$ cat config.mk
export PLATFORM = sky130hd
export DESIGN_NAME = fsm_pulse_stretch
export DESIGN_NICKNAME = d
export VERILOG_FILES = /design/src/rtl/fsm_pulse_stretch.sv
export SDC_FILE = /design/constraint.sdc
export NUM_CORES = 1
export LEC_CHECK = 0
export BUFFER_PORTS_ARGS = -buffer_cell sky130_fd_sc_hd__buf_2
export CAP_MARGIN = 20
export CORE_AREA = 10 10 47 49
export DETAILED_ROUTE_END_ITERATION = 6
export DIE_AREA = 0 0 57 59
export PLACE_DENSITY = 0.43
export SETUP_SLACK_MARGIN = 0.5
export SLEW_MARGIN = 20
export SYNTH_ARGS = -nofsm -noshare
export SYNTH_HDL_FRONTEND = slang
export SYNTH_SLANG_ARGS = --single-unit
$ cat constraint.sdc
create_clock -name clk -period 1.52 [get_ports clk]
set_input_delay 0 -clock clk [delete_from_list [all_inputs] [get_ports clk]]
set_output_delay 0 -clock clk [all_outputs]
set_load 0.03 [all_outputs]
$ cat src/rtl/fsm_pulse_stretch.sv
// fsm_pulse_stretch: multi-channel Moore pulse stretcher with a forced-low hold-off.
// Each channel runs its own IDLE/ACTIVE/STRETCH/HOLDOFF FSM with a private counter.
// Build macro FSM_PULSE_STRETCH_RETRIGGER_EN: a high input seen in STRETCH sends the
// channel back to ACTIVE so y stays high; without it the input is ignored in STRETCH.
module fsm_pulse_stretch #(
   parameter int unsigned CHANNELS       = 1,
   parameter int unsigned STRETCH_CYCLES = 1,
   parameter int unsigned HOLDOFF_CYCLES = 1
) (
   input  logic                clk,
   input  logic                rst,
   input  logic                en,
   input  logic [CHANNELS-1:0] in_sig,
   output logic [CHANNELS-1:0] y,
   output logic [CHANNELS-1:0] done,
   output logic                busy
);

   localparam int unsigned CntMax =
      (STRETCH_CYCLES > HOLDOFF_CYCLES) ? STRETCH_CYCLES : HOLDOFF_CYCLES;
   localparam int unsigned CNT_W  = $clog2(CntMax + 1);

   // Reload values are "cycles - 1" because the zero count is itself a cycle in the state.
   localparam logic [CNT_W-1:0] StretchLoad = CNT_W'(STRETCH_CYCLES - 1);
   localparam logic [CNT_W-1:0] HoldoffLoad =
      CNT_W'((HOLDOFF_CYCLES > 0) ? (HOLDOFF_CYCLES - 1) : 0);

   typedef enum logic [1:0] {
      StIdle    = 2'd0,
      StActive  = 2'd1,
      StStretch = 2'd2,
      StHoldoff = 2'd3
   } state_e;

   state_e             state_q [CHANNELS];
   state_e             state_d [CHANNELS];
   logic [CNT_W-1:0]   cnt_q   [CHANNELS];
   logic [CNT_W-1:0]   cnt_d   [CHANNELS];
   logic [CHANNELS-1:0] done_q;
   logic [CHANNELS-1:0] done_d;

   // Per-channel next-state, counter and done-pulse logic.
   always_comb begin
      for (int i = 0; i < CHANNELS; i++) begin
         state_d[i] = state_q[i];
         cnt_d[i]   = cnt_q[i];
         done_d[i]  = 1'b0;
         if (!en) begin
            // Global disable wins over everything and never produces a done pulse.
            state_d[i] = StIdle;
            cnt_d[i]   = '0;
         end else begin
            case (state_q[i])
               StIdle: begin
                  if (in_sig[i]) begin
                     state_d[i] = StActive;
                  end
               end
               StActive: begin
                  if (!in_sig[i]) begin
                     state_d[i] = StStretch;
                     cnt_d[i]   = StretchLoad;
                  end
               end
               StStretch: begin
`ifdef FSM_PULSE_STRETCH_RETRIGGER_EN
                  if (in_sig[i]) begin
                     state_d[i] = StActive;
                     cnt_d[i]   = '0;
                  end else
`endif
                  if (cnt_q[i] == '0) begin
                     if (HOLDOFF_CYCLES > 0) begin
                        state_d[i] = StHoldoff;
                        cnt_d[i]   = HoldoffLoad;
                     end else begin
                        state_d[i] = StIdle;
                        cnt_d[i]   = '0;
                        done_d[i]  = 1'b1;
                     end
                  end else begin
                     cnt_d[i] = cnt_q[i] - CNT_W'(1);
                  end
               end
               StHoldoff: begin
                  // Input deliberately ignored: an edge during hold-off is dropped.
                  if (cnt_q[i] == '0) begin
                     state_d[i] = StIdle;
                     done_d[i]  = 1'b1;
                  end else begin
                     cnt_d[i] = cnt_q[i] - CNT_W'(1);
                  end
               end
               default: begin
                  state_d[i] = StIdle;
                  cnt_d[i]   = '0;
               end
            endcase
         end
      end
   end

   // State, counter and done registers; reset is asynchronous and pulses nothing.
   always_ff @(posedge clk or posedge rst) begin
      if (rst) begin
         for (int i = 0; i < CHANNELS; i++) begin
            state_q[i] <= StIdle;
            cnt_q[i]   <= '0;
         end
         done_q <= '0;
      end else begin
         for (int i = 0; i < CHANNELS; i++) begin
            state_q[i] <= state_d[i];
            cnt_q[i]   <= cnt_d[i];
         end
         done_q <= done_d;
      end
   end

   // Moore outputs decoded from the registered state.
   always_comb begin
      y    = '0;
      busy = 1'b0;
      for (int i = 0; i < CHANNELS; i++) begin
         y[i] = (state_q[i] == StActive) || (state_q[i] == StStretch);
         busy = busy | (state_q[i] != StIdle);
      end
   end

   assign done = done_q;

endmodule

==> flow_summary.ini <==
[outcome]
status = completed

[pwr]
p_int_w = 0.0004349
p_sw_frac = 0.4104
p_leak_nw = 0.1791
netSwitchingPower_w = 0.0003027
pwr-share-clk = 0.190
p_seq_frac = 0.170
powerDensity_nw_per_um2 = 2128
combPwrFrac = 0.640
ir_drop_uv = 722.8
power.total_w = 0.0007376

[critical_path]
critPathSlowestCell = dfrtp_1
worst_setup_path_end_kind = flop
r2r_cells = 4
worstReg2RegStart = state_q[0]$_DFFE_PP0P_
arrival_ps = 1250
crit_required_ps = 1670
max_stage_delay_ps = 390
regToRegEndpoint = state_q[0]$_DFFE_PP0P_
crit_type = flop to flop
rrSetupSlack_ps = 420
worstPathBufferInverterCount = 1
cp_top_family = flip-flops
cp-start-kind = flop
crit_fanout = 3
path_cells = inv_2, ha_4, mux2i_4, mux2i_1

[placed_design]
place.gp.congestion = 0.6177
place_ws_ps = 379.8
numPortBuffers = 6
placed_cell_area_sq_um = 282.8

[global_routing]
grt_max_degree = 6
grt_pass1_vias = 200
met1_usage = 0.02857
use_met2 = 0.03256
top_usage_layer = met4
use_met3 = 0.03433
track_usage = 0.03157
antenna_found_initial = 0
grt_pass1_wl_um = 752
grt_remaining_overflow = 0

[synthesis]
yosysTopAreaCell = dfrtp_1
synth.distinct_cells = 8
synth.avg_cell_area_sq_um = 10.45
synth_nets = 29
syn-instance-count = 20
yosys_register_bits = 3
synth_top_area_frac = 0.3593
seq_area_frac_synth = 0.3593
ys_top_cells_by_area = dfrtp_1 (36%), ha_1 (30%), mux2i_1 (9.6%)
synth_area_sq_um = 209.0
synth_warnings = 0

[timing]
setup_viol = 0
tns_ps = 0
fin_skew_ps = 2.778
setup_ws_ps = 423.7
worst_slew_pin_slew_ps = 172.7
layout_min_cycle_time_ps = 1096
hold_viol_final = 0
final_max_slew_viol_count = 0
max_slew_margin = 0.8824
period_share = 0.7213
rsz0062_at_grt = true
max_freq_ghz = 0.9121

[detailed_routing]
drtPass1Iterations = 2
postRouteAntennaNets = 0
wire_per_inst_um = 8.939
vias = 170
vias_per_cell = 3.469
drt_iter0_markers = 2
drc = 0
wirelength_um = 438

[worst_hold_path]
min_path_cells = 2
holdCritStartpoint = en
worstHoldPathType = input port to flop
holdPathEnd = done$_DFF_PP0_

[flow_run]
max_cap_viol_count = 0

[final_layout]
syn_to_final_growth_pct = 65.87
finish.utilization = 0.2473
fin_nets = 43
antennaDiodeCount = 0
design_area_sq_um = 346.6
multi_input_area_sq_um = 142.6
final_cell_mix = buf_2 (4), nand2_1 (3), ha_1 (3), clkbuf_4 (3), dfrtp_1 (3)
num-fill-cells = 160
final-seq-area_sq_um = 75.07
drive_above_1_share = 0.4848
final_common_cell = buf_2

[floorplan]
dieHeight_um = 59
core_sq_um = 1401
start_util = 0.1491
die_x_um = 57
dieArea_sq_um = 3363
rows = 14
num_io_pins = 7

[clocking]
clkTransAtPathRegs_ps = 40
htree_levels = 1
cts_buffers = 3
cts_tree = yes
clk-insertion-delay-late_ps = 230
clockBufferDepth = 2
clockRootBuffer = clkbuf_4
cts_num_sinks = 3
-- area by class of cell --
class / instances / area share
clock buffers: 4 / 0.07581
inverters: 4 / 0.04332
multi-input cells: 13 / 0.4116
flip-flops and latches: 3 / 0.2166
well taps: 16 / 0.05776
repair buffers: 9 / 0.1949
-- Yosys cell counts, drive strengths merged --
cell and number:
ha 5, o21ai 1, mux2i 3, inv 4
nand2 3, dfrtp 3, and2 1
-- registers in the layout (all words and copies together) (netlist names) --
signal and flops:
done 1, state_q 2
-- logic make-up after synthesis --
| kind of cell | count (synthesis) | synth area share |
|---|---|---|
| flops | 3 | 0.3593 |
| simple gates | 4 | 0.08385 |
| compound gates | 1 | 0.02393 |
| fa+ha+maj | 5 | 0.2994 |
| mux | 3 | 0.1617 |
| buf+inv | 4 | 0.07184 |
-- power groups by stage --
stage | registers, W | clock network, W | logic (W)
after detailed placement | 0.000134 | 0 | 0.000376
after CTS | 0.000124 | 0.000150 | 0.000485
after floorplan | 0.000134 | 0 | 0.000318
after global placement | 0.000133 | 0 | 0.000366
after global routing | 0.000129 | 0.000162 | 0.000524
final | 0.000125 | 0.000140 | 0.000472
-- worst max path at each step --
stage	startpoint	end	slack, ps	depth (start not counted)
after global placement	state_q[1]$_DFFE_PP0P_	state_q[1]$_DFFE_PP0P_	410	4
after detailed placement	state_q[1]$_DFFE_PP0P_	state_q[0]$_DFFE_PP0P_	380	4
after CTS	state_q[0]$_DFFE_PP0P_	state_q[0]$_DFFE_PP0P_	410	4
after floorplan	state_q[1]$_DFFE_PP0P_	state_q[0]$_DFFE_PP0P_	490	4
final	state_q[0]$_DFFE_PP0P_	state_q[0]$_DFFE_PP0P_	420	4
after global routing	state_q[0]$_DFFE_PP0P_	state_q[0]$_DFFE_PP0P_	320	4
-- through the flow --
| stage | hold slack, ps | std cells |
|---|---|---|
| finish | 41.03 | 49 |
| detailed placement | -132.6 | 42 |
| global route | 33.71 | 49 |
| global placement | -135.4 | 42 |
| floorplan | -246.4 | 20 |
| CTS | 30.40 | 49 |
-- worst reg2reg max path, cell delays in order, from the launching register on --
cell and delay, ps:
dfrtp_1 390, inv_2 80, ha_4 160, mux2i_4 170, mux2i_1 220
-- routing by layer --
layer	routed length, um	up-vias
li1	-	87
met5	0	-
met4	0	0
met2	167	9
met3	70	0
met1	200	74
-- what timing repair did --
action / 4_1_cts / 5_1_grt
gates resized for setup: 4 / 0
endpoints found under the hold margin: 3 / 0
pin swaps: 1 / 0
setup endpoints to repair: 4 / 4
setup buffers: 2 / 0
hold buffers: 1 / 0
Note: power is estimated with default switching activity, not from simulation.
